`src/rtl/mux_ctrl_seq.sv`:
```
// Multicycle control sequencer for the 64-bit LEGv8 datapath: decodes one instruction at a time
// and drives the operand mux, ALU op, memory access, write-back and PC-update strobes.
// Optional `define PERF_CNT_EN adds cyc_cnt/ret_cnt performance counters.
module mux_ctrl_seq #(
  parameter int unsigned DATA_W      = 64,
  parameter int unsigned MEM_TIMEOUT = 16
) (
  input  logic              clk,
  input  logic              rst_n,
  input  logic              instr_valid,
  output logic              instr_ready,
  input  logic [31:0]       instr,
  input  logic              zero,
  input  logic              mem_ready,
  output logic              alu_src,
  output logic [DATA_W-1:0] immed,
  output logic [3:0]        alu_op,
  output logic              reg_write,
  output logic              mem_read,
  output logic              mem_write,
  output logic              pc_write,
  output logic              pc_src,
  output logic              illegal,
  output logic              mem_err
`ifdef PERF_CNT_EN
  ,
  output logic [31:0]       cyc_cnt,
  output logic [31:0]       ret_cnt
`endif
);

  localparam int unsigned CntW = $clog2(MEM_TIMEOUT + 2);

  localparam logic [3:0] OpAnd  = 4'b0000;
  localparam logic [3:0] OpOrr  = 4'b0001;
  localparam logic [3:0] OpAdd  = 4'b0010;
  localparam logic [3:0] OpSub  = 4'b0110;
  localparam logic [3:0] OpPass = 4'b0111;

  typedef enum logic [2:0] {StIdle, StDecode, StExec, StMem, StWb} state_e;
  typedef enum logic [2:0] {ClsR, ClsI, ClsLd, ClsSt, ClsCbz, ClsB, ClsBad} cls_e;

  state_e            state_q, state_d;
  cls_e              cls_q, dec_cls;
  logic [31:0]       instr_q;
  logic              alu_src_q, dec_alu_src;
  logic [DATA_W-1:0] immed_q, dec_immed;
  logic [3:0]        alu_op_q, dec_alu_op;
  logic              illegal_q, mem_err_q;
  logic [CntW-1:0]   wait_q, wait_d;
  logic              st_done_q, st_done_d;
  logic              pc_now, set_illegal, set_mem_err, timeout;

  // Decode of the latched instruction word; only consumed while in DECODE.
  always_comb begin
    dec_cls     = ClsBad;
    dec_alu_src = 1'b0;
    dec_immed   = '0;
    dec_alu_op  = OpAdd;
    if (instr_q[31:21] == 11'b10001011000) begin
      dec_cls    = ClsR;
      dec_alu_op = OpAdd;
    end else if (instr_q[31:21] == 11'b11001011000) begin
      dec_cls    = ClsR;
      dec_alu_op = OpSub;
    end else if (instr_q[31:21] == 11'b10001010000) begin
      dec_cls    = ClsR;
      dec_alu_op = OpAnd;
    end else if (instr_q[31:21] == 11'b10101010000) begin
      dec_cls    = ClsR;
      dec_alu_op = OpOrr;
    end else if (instr_q[31:22] == 10'b1001000100 || instr_q[31:22] == 10'b1101000100) begin
      dec_cls     = ClsI;
      dec_alu_src = 1'b1;
      dec_immed   = {{(DATA_W-12){1'b0}}, instr_q[21:10]};
      dec_alu_op  = instr_q[30] ? OpSub : OpAdd;
    end else if (instr_q[31:21] == 11'b11111000010 || instr_q[31:21] == 11'b11111000000) begin
      dec_cls     = instr_q[22] ? ClsLd : ClsSt;
      dec_alu_src = 1'b1;
      dec_immed   = {{(DATA_W-9){instr_q[20]}}, instr_q[20:12]};
      dec_alu_op  = OpAdd;
    end else if (instr_q[31:24] == 8'b10110100) begin
      dec_cls    = ClsCbz;
      dec_immed  = {{(DATA_W-21){instr_q[23]}}, instr_q[23:5], 2'b00};
      dec_alu_op = OpPass;
    end else if (instr_q[31:26] == 6'b000101) begin
      dec_cls   = ClsB;
      dec_immed = {{(DATA_W-28){instr_q[25]}}, instr_q[25:0], 2'b00};
    end
  end

  assign timeout = (MEM_TIMEOUT != 0) && (state_q == StMem) &&
                   (wait_q == CntW'(MEM_TIMEOUT));
  assign instr_ready = rst_n && (state_q == StIdle);

  always_comb begin
    state_d     = state_q;
    wait_d      = wait_q;
    st_done_d   = 1'b0;
    pc_now      = 1'b0;
    pc_src      = 1'b0;
    reg_write   = 1'b0;
    mem_read    = 1'b0;
    mem_write   = 1'b0;
    set_illegal = 1'b0;
    set_mem_err = 1'b0;
    unique case (state_q)
      StIdle: begin
        if (instr_valid && instr_ready) state_d = StDecode;
      end
      StDecode: begin
        if (dec_cls == ClsBad) begin
          pc_now      = 1'b1;
          set_illegal = 1'b1;
          state_d     = StIdle;
        end else begin
          state_d = StExec;
        end
      end
      StExec: begin
        unique case (cls_q)
          ClsR, ClsI: state_d = StWb;
          ClsLd, ClsSt: begin
            wait_d  = '0;
            state_d = StMem;
          end
          ClsCbz: begin
            pc_now  = 1'b1;
            pc_src  = zero;
            state_d = StIdle;
          end
          ClsB: begin
            pc_now  = 1'b1;
            pc_src  = 1'b1;
            state_d = StIdle;
          end
          default: state_d = StIdle;
        endcase
      end
      StMem: begin
        if (timeout) begin
          pc_now      = 1'b1;
          set_mem_err = 1'b1;
          state_d     = StIdle;
        end else begin
          mem_read  = (cls_q == ClsLd);
          mem_write = (cls_q == ClsSt);
          if (MEM_TIMEOUT != 0) wait_d = wait_q + 1'b1;
          if (mem_ready) begin
            // Store's PC update is issued the following cycle so it never overlaps mem_write.
            if (cls_q == ClsLd) begin
              state_d = StWb;
            end else begin
              st_done_d = 1'b1;
              state_d   = StIdle;
            end
          end
        end
      end
      StWb: begin
        reg_write = 1'b1;
        pc_now    = 1'b1;
        state_d   = StIdle;
      end
      default: state_d = StIdle;
    endcase
  end

  assign pc_write = pc_now | st_done_q;

  always_ff @(posedge clk or negedge rst_n) begin
    if (!rst_n) begin
      state_q   <= StIdle;
      cls_q     <= ClsBad;
      instr_q   <= '0;
      alu_src_q <= 1'b0;
      immed_q   <= '0;
      alu_op_q  <= '0;
      illegal_q <= 1'b0;
      mem_err_q <= 1'b0;
      wait_q    <= '0;
      st_done_q <= 1'b0;
    end else begin
      state_q   <= state_d;
      wait_q    <= wait_d;
      st_done_q <= st_done_d;
      if (instr_valid && instr_ready) instr_q <= instr;
      if (state_q == StDecode && dec_cls != ClsBad) begin
        cls_q     <= dec_cls;
        alu_src_q <= dec_alu_src;
        immed_q   <= dec_immed;
        alu_op_q  <= dec_alu_op;
      end
      if (set_illegal) illegal_q <= 1'b1;
      if (set_mem_err) mem_err_q <= 1'b1;
    end
  end

  assign alu_src = alu_src_q;
  assign immed   = immed_q;
  assign alu_op  = alu_op_q;
  assign illegal = illegal_q;
  assign mem_err = mem_err_q;

`ifdef PERF_CNT_EN
  // Retirements exclude illegal-opcode skips (DECODE) and MEM timeout aborts.
  logic retire;
  assign retire = pc_write && (state_q != StDecode) && !timeout;

  always_ff @(posedge clk or negedge rst_n) begin
    if (!rst_n) begin
      cyc_cnt <= '0;
      ret_cnt <= '0;
    end else begin
      if (state_q != StIdle) cyc_cnt <= cyc_cnt + 32'd1;
      if (retire) ret_cnt <= ret_cnt + 32'd1;
    end
  end
`endif

endmodule

```
`config.mk`:
```
export PLATFORM = sky130hd
export DESIGN_NAME = mux_ctrl_seq
export DESIGN_NICKNAME = d
export VERILOG_FILES = /design/src/rtl/mux_ctrl_seq.sv
export SDC_FILE = /design/constraint.sdc
export NUM_CORES = 1
export LEC_CHECK = 0
export CORE_AREA = 2 2 92 94
export CTS_CLUSTER_SIZE = 16
export DETAILED_ROUTE_END_ITERATION = 8
export DIE_AREA = 0 0 94 96
export PLACE_DENSITY = 0.84
export SYNTH_ARGS = -nofsm -noshare
export SYNTH_HDL_FRONTEND = slang
export SYNTH_SLANG_ARGS = --single-unit
```
`constraint.sdc`:
```
create_clock -name clk -period 5.64 [get_ports clk]
set_input_delay 1.128 -clock clk [delete_from_list [all_inputs] [get_ports clk]]
set_output_delay 1.128 -clock clk [all_outputs]
set_load 0.01 [all_outputs]
```
Word level (Yosys, flattened, before mapping)
Cells that the tools add are included.
{ "totals": {"regBits": 115, "latch_bits": 0, "ram_bits": 0, "mem_bits_ro": 0, "in_bits": 37, "elab_cells": 110, "memories": 0} }
{ "classes": {"n_addsub": 1, "mul": 0, "n_div": 0, "order_cmp": 0, "n_eq_ne": 26, "shift": 0, "mux": 58, "n_bitwise": 1, "n_reduce_logical": 14} }
{ "ops": {"columns": ["cell", "count"], "rows": [
  ["$mux W64", 8],
  ["$eq A11 B11 Y1 const B", 6],
  ["$mux W3", 18],
  ["$mux W1", 22],
  ["$eq A10 B10 Y1 const B", 2],
  ["$eq A3 B2 Y1 const B", 4],
  ["$eq A3 B3 Y1 const B", 4],
  ["$pmux W3 S4", 1],
  ["$mux W5", 2],
  ["$pmux W5 S2", 1],
  ["$eq A8 B8 Y1 const B", 1],
  ["$eq A3 B1 Y1 const B", 2],
  ["$eq A6 B3 Y1 const B", 1],
  ["$logic_not A3 Y1", 2],
  ["$mux W2", 3],
  ["$ne A3 B3 Y1 const B", 2],
  ["$pmux W3 S2", 1],
  ["$reduce_or A2 Y1", 3],
  ["$add A5 B1 Y5 const B", 1],
  ["$eq A5 B5 Y1 const B", 1],
  ["$logic_and A1 B1 Y1", 4],
  ["$ne A2 B2 Y1 const B", 2],
  ["$pmux W1 S4", 1],
  ["$reduce_and A3 Y1", 1],
  ["6 further kinds", 7]
]} }

Longest topological paths before layout
{ "logic_depth": {"ltp_word": 13, "ltp_mapped": 7} }

Worst setup path after synthesis
No wires, ideal clock.
{ "synth_timing": {"path_type": "input -> output", "from": "in rst_n", "to": "out instr_ready", "arrival_time_ns": 1.617, "required_ns": 4.512, "slack_ns": 2.895, "path_stages": 1, "cell_sequence": "nor4b_1"} }
{ "synth_between": {"elab_chain_len": 1} }
{ "synth_rtl": {"columns": ["element", "line_no", "source"], "rows": [
  ["from (decl)", "9", "input logic rst_n,"],
  ["$logic_and A1 B1 Y1", "94", "assign instr_ready = rst_n && (state_q == StIdle);"],
  ["to (decl)", "11", "output logic instr_ready,"]
]} }
Every way passes these cells.

Worst setup path after layout
{ "layout_timing": {"from": "reg instr_q[24]", "to": "out pc_write"} }
{ "layout_between": {"elab_chain_len": 12, "elab_cells_between_ends": 22, "cone_classes": "10 x eq/ne; 9 x mux; 1 x bitwise; 2 x reduce/logical"} }
{ "layout_rtl": {"columns": ["element", "line_no", "source"], "rows": [
  ["from (decl)", "45", "logic [31:0] instr_q;"],
  ["from (signal assigned)", "187", "if (instr_valid && instr_ready) instr_q <= instr;"],
  ["$eq A8 B8 Y1 or $eq A11 B11 Y1 (tied branches)", "82, 77", null],
  ["$mux W2 or $logic_or A1 B1 Y1 (tied branches)", "82, 77", null],
  ["$mux W3", "77", "end else if (instr_q[31:21] == 11'b11111000010 || instr_q[31:21] == 11'b11111000000) begin"],
  ["$mux W3", "72", "end else if (instr_q[31:22] == 10'b1001000100 || instr_q[31:22] == 10'b1101000100) begin"],
  ["$mux W3", "69", "end else if (instr_q[31:21] == 11'b10101010000) begin"],
  ["$mux W3", "66", "end else if (instr_q[31:21] == 11'b10001010000) begin"],
  ["$mux W3", "63", "end else if (instr_q[31:21] == 11'b11001011000) begin"],
  ["$mux W3 (*)", "60", "if (instr_q[31:21] == 11'b10001011000) begin"],
  ["$eq A3 B3 Y1 (*)", "112", "if (dec_cls == ClsBad) begin"],
  ["$mux W1 (*)", "112", null],
  ["$pmux W1 S4 (*)", "107", "unique case (state_q)"],
  ["$or A1 B1 Y1 (*)", "169", "assign pc_write = pc_now | st_done_q;"],
  ["to (decl)", "21", "output logic pc_write,"]
]} }
Every way passes the cells marked *; elsewhere a longest branch is shown, timed or not.

==> results.md <==
- Routed Antenna Nets: 0
- Worst Max-Slew Pin Slew: 1.09 ns
- Iter 0 DRT Violations: 283
- Die X: 94 um
- Die area: 9020 um^2
- Largest net degree at the start of global routing: 56
- Antenna violations before repair: 0
- Post-synthesis register bit count: 78
- Yosys top cell area share: 46.6%
- Clock-pin slew on the worst setup and hold paths: 0.08 ns
- Worst VDD drop: 0.000246 V
- Sequential cell area fraction in the yosys report: 47.9%
- Int Pwr: 1.20 mW
- Switching pwr: 0.569 mW
- Grt ovf: 0
- Clock Latency Late Sink: 0.36 ns
- Nets: 478
- Ant diodes: 0
- Routed wl met3: 660 um
- Most common cell after layout, fill and taps aside: clkdlybuf4s50_1
- Max Used Layer: met4
- RSZ-0062 raised after global routing: false
- Slew HR: 27.2%
- Die Height: 96 um
- Layout cells sized above 1: 18.2%
- CP Launch Point: instr_q[24]$_DFFE_PN0P_
- Clk sink count: 78
- Outcome: completed
- Clock power frac: 24.4%
- Total power divided by cell area: 342 nW/um^2
- Tmin final: 4.08 ns
- Resize count post-CTS: 0
- Post-Synthesis Cell Area: 4080 um^2
- Worst Hold Class: reg2reg
- Yosys warns: 0
- Vias in the first global route: 2932
- Ports: 114
- Met2 WL: 4510 um
- Routed vias/inst: 5.52
- DR DRC count: 0
- First-pass GRT wire length: 14700 um
- TNS Setup: 0 ns
- Post-CTS setup buffer count: 0
- Synth Area per Inst: 11.0 um^2
- Syn Inst Count: 371
- Synth-to-Final Area Change: 26.6%
- CORE AREA: 8050 um^2
- R2r startpoint: instr_q[24]$_DFFE_PN0P_
- Commonest non-fill, non-tap cells in the layout: 111 x clkdlybuf4s50_1, 76 x dfrtp_1, 55 x mux2_2
- Final-report hold violation count: 0
- Setup crit end kind: output port
- P_leak: 2.19 nW
- Final period util: 72.3%
- CTS Hold Bufs: 0
- Crit path max fanout: 13
- Initial DRT Pass Iterations: 4
- # Max-Cap Violations: 0
- Initial Util: 50.7%
- Dpl hpwl: 6720 um
- Max Buffers Root-to-Sink: 2
- Switching share of power: 32.2%
- Top cells by area, synth: dfrtp_1 47%, mux2_2 15%, buf_4 7.0%
- Clock Skew: 0.0156 ns
- H-tree depth: 3
- All-Layer GR Usage: 21.2%
- Met1 Routed Length: 3890 um
- Worst Hold Slack: 0.472 ns
- Vias: 3032
- Final Setup Violations: 0
- Routed WL: 9230 um
- Slew Limit Fails: 0
- Global placer's final weighted congestion: 0.836
- CTS tree: built
- Drt wl/cell: 16.8 um
- WP data arrival: 2.95 ns
- CTS Buf Count: 9
- Hold path start: illegal$_DFFE_PN0P_
- Synth area leader: dfrtp_1
- Register share of total power: 50.1%
- Synth unique cells: 48
- Clock root cell: clkbuf_8
- Comb power frac: 25.5%
- Num rows: 33
- CP startpoint kind: flop
- Port Buffers: 112
- Synth Net Count: 410
- Crit path kind: reg2out
- Max Freq: 245 MHz
- Worst EP required: 4.51 ns
==> metrics by stage <==
stage | cells | setup slack, ns | utilization (%) | cell area (um^2) | power [mW]
2_1_floorplan | 371 | 2.90 | - | 4080 | 1.14
3_3_place_gp | 533 | 2.05 | 61.6 | 4960 | 1.31
3_5_place_dp | 533 | 1.99 | 61.6 | 4960 | 1.34
4_1_cts | 549 | 1.61 | 64.2 | 5170 | 1.77
5_1_grt | 549 | 1.35 | 64.2 | 5170 | 1.86
6_report | 549 | 1.56 | 64.2 | 5170 | 1.77
==> power groups by stage <==
| stage | registers, mW | logic (mW) | clock network (mW) |
|---|---|---|---|
| floorplan | 0.826 | 0.315 | 0 |
| global placement | 0.875 | 0.433 | 0 |
| detailed placement | 0.889 | 0.450 | 0 |
| CTS | 0.878 | 0.454 | 0.436 |
| global route | 0.903 | 0.492 | 0.462 |
| finish | 0.885 | 0.450 | 0.430 |
==> cell usage after synthesis (all sizes together) <==
cell type  count
a211o          1
a222oi         1
xor2           3
o21ai          9
clkbuf         3
nor2          13
and4bb         1
buf           54
and3b          1
and2           4
o21bai         2
dfrtp         76
nor3b          3
a22o           1
mux2          60
nor2b          3
nand4          5
nor3           5
dfstp          2
and3           3
conb           1
a22oi          9
nor4bb         3
ha             2
a31oi          7
nand2b         5
or3            2
o211ai         1
inv           12
mux2i          5
o22ai          4
nand2         28
o221ai         9
or4            1
o21a           1
nand3          6
nor4b          1
a21oi         22
a21boi         1
nand3b         1
==> registers in the layout (all words and copies together) (netlist names) <==
signal / count
wait_q: 5
illegal: 1
immed: 28
alu_op: 3
instr_q: 32
cls_q: 3
mem_err: 1
state_q: 3
st_done_q: 1
alu_src: 1
==> worst paths after layout <==
kind | to | slack (ns) | cells past startpoint
min reg2reg | illegal$_DFFE_PN0P_ | 0.47 | 1
max | pc_write | 1.56 | 6
max in group asynchronous | instr_q[19]$_DFFE_PN0P_ | 3.97 | 2
max reg2reg | immed[24]$_DFFE_PN0P_ | 2.41 | 5
min | illegal$_DFFE_PN0P_ | 0.47 | 1
min in group asynchronous | immed[7]$_DFFE_PN0P_ | 0.65 | 1
==> metal layers <==
metal / up-vias / global-route usage (%)
met2: 155 / 34.8
met1: 1443 / 28.4
met5: - / 0
li1: 1417 / -
met3: 17 / 4.46
met4: 0 / 6.76
==> critical path, stage by stage (launching register included) <==
cell,delay (ns)
dfrtp_1,0.47
nor3b_1,0.19
and3_1,0.20
o21ai_1,0.78
nand3_1,0.27
nand4_1,0.14
clkdlybuf4s50_1,0.54
==> kinds of logic (layout without fill, tap and decap cells) <==
family	after synthesis	after routing	share of synthesized area, %
mux	65	65	17.8
compound gates	68	68	11.1
simple gates	85	85	11.3
fa+ha+maj	2	2	0.613
flops	78	78	47.9
buf+inv	69	142	10.6
other cells	1	1	0.0919
xor+xnor	3	3	0.644
==> area by class of cell <==
| type | instances | area (um^2) |
|---|---|---|
| inverter | 12 | 45.0 |
| multi-input combinational | 224 | 1690 |
| fill | 654 | 2880 |
| sequential | 78 | 1950 |
| clock inverter | 5 | 57.6 |
| timing repair buffer | 114 | 1130 |
| clock buffer | 11 | 151 |
| tap | 105 | 131 |
Power figures use the tool's default switching activity.
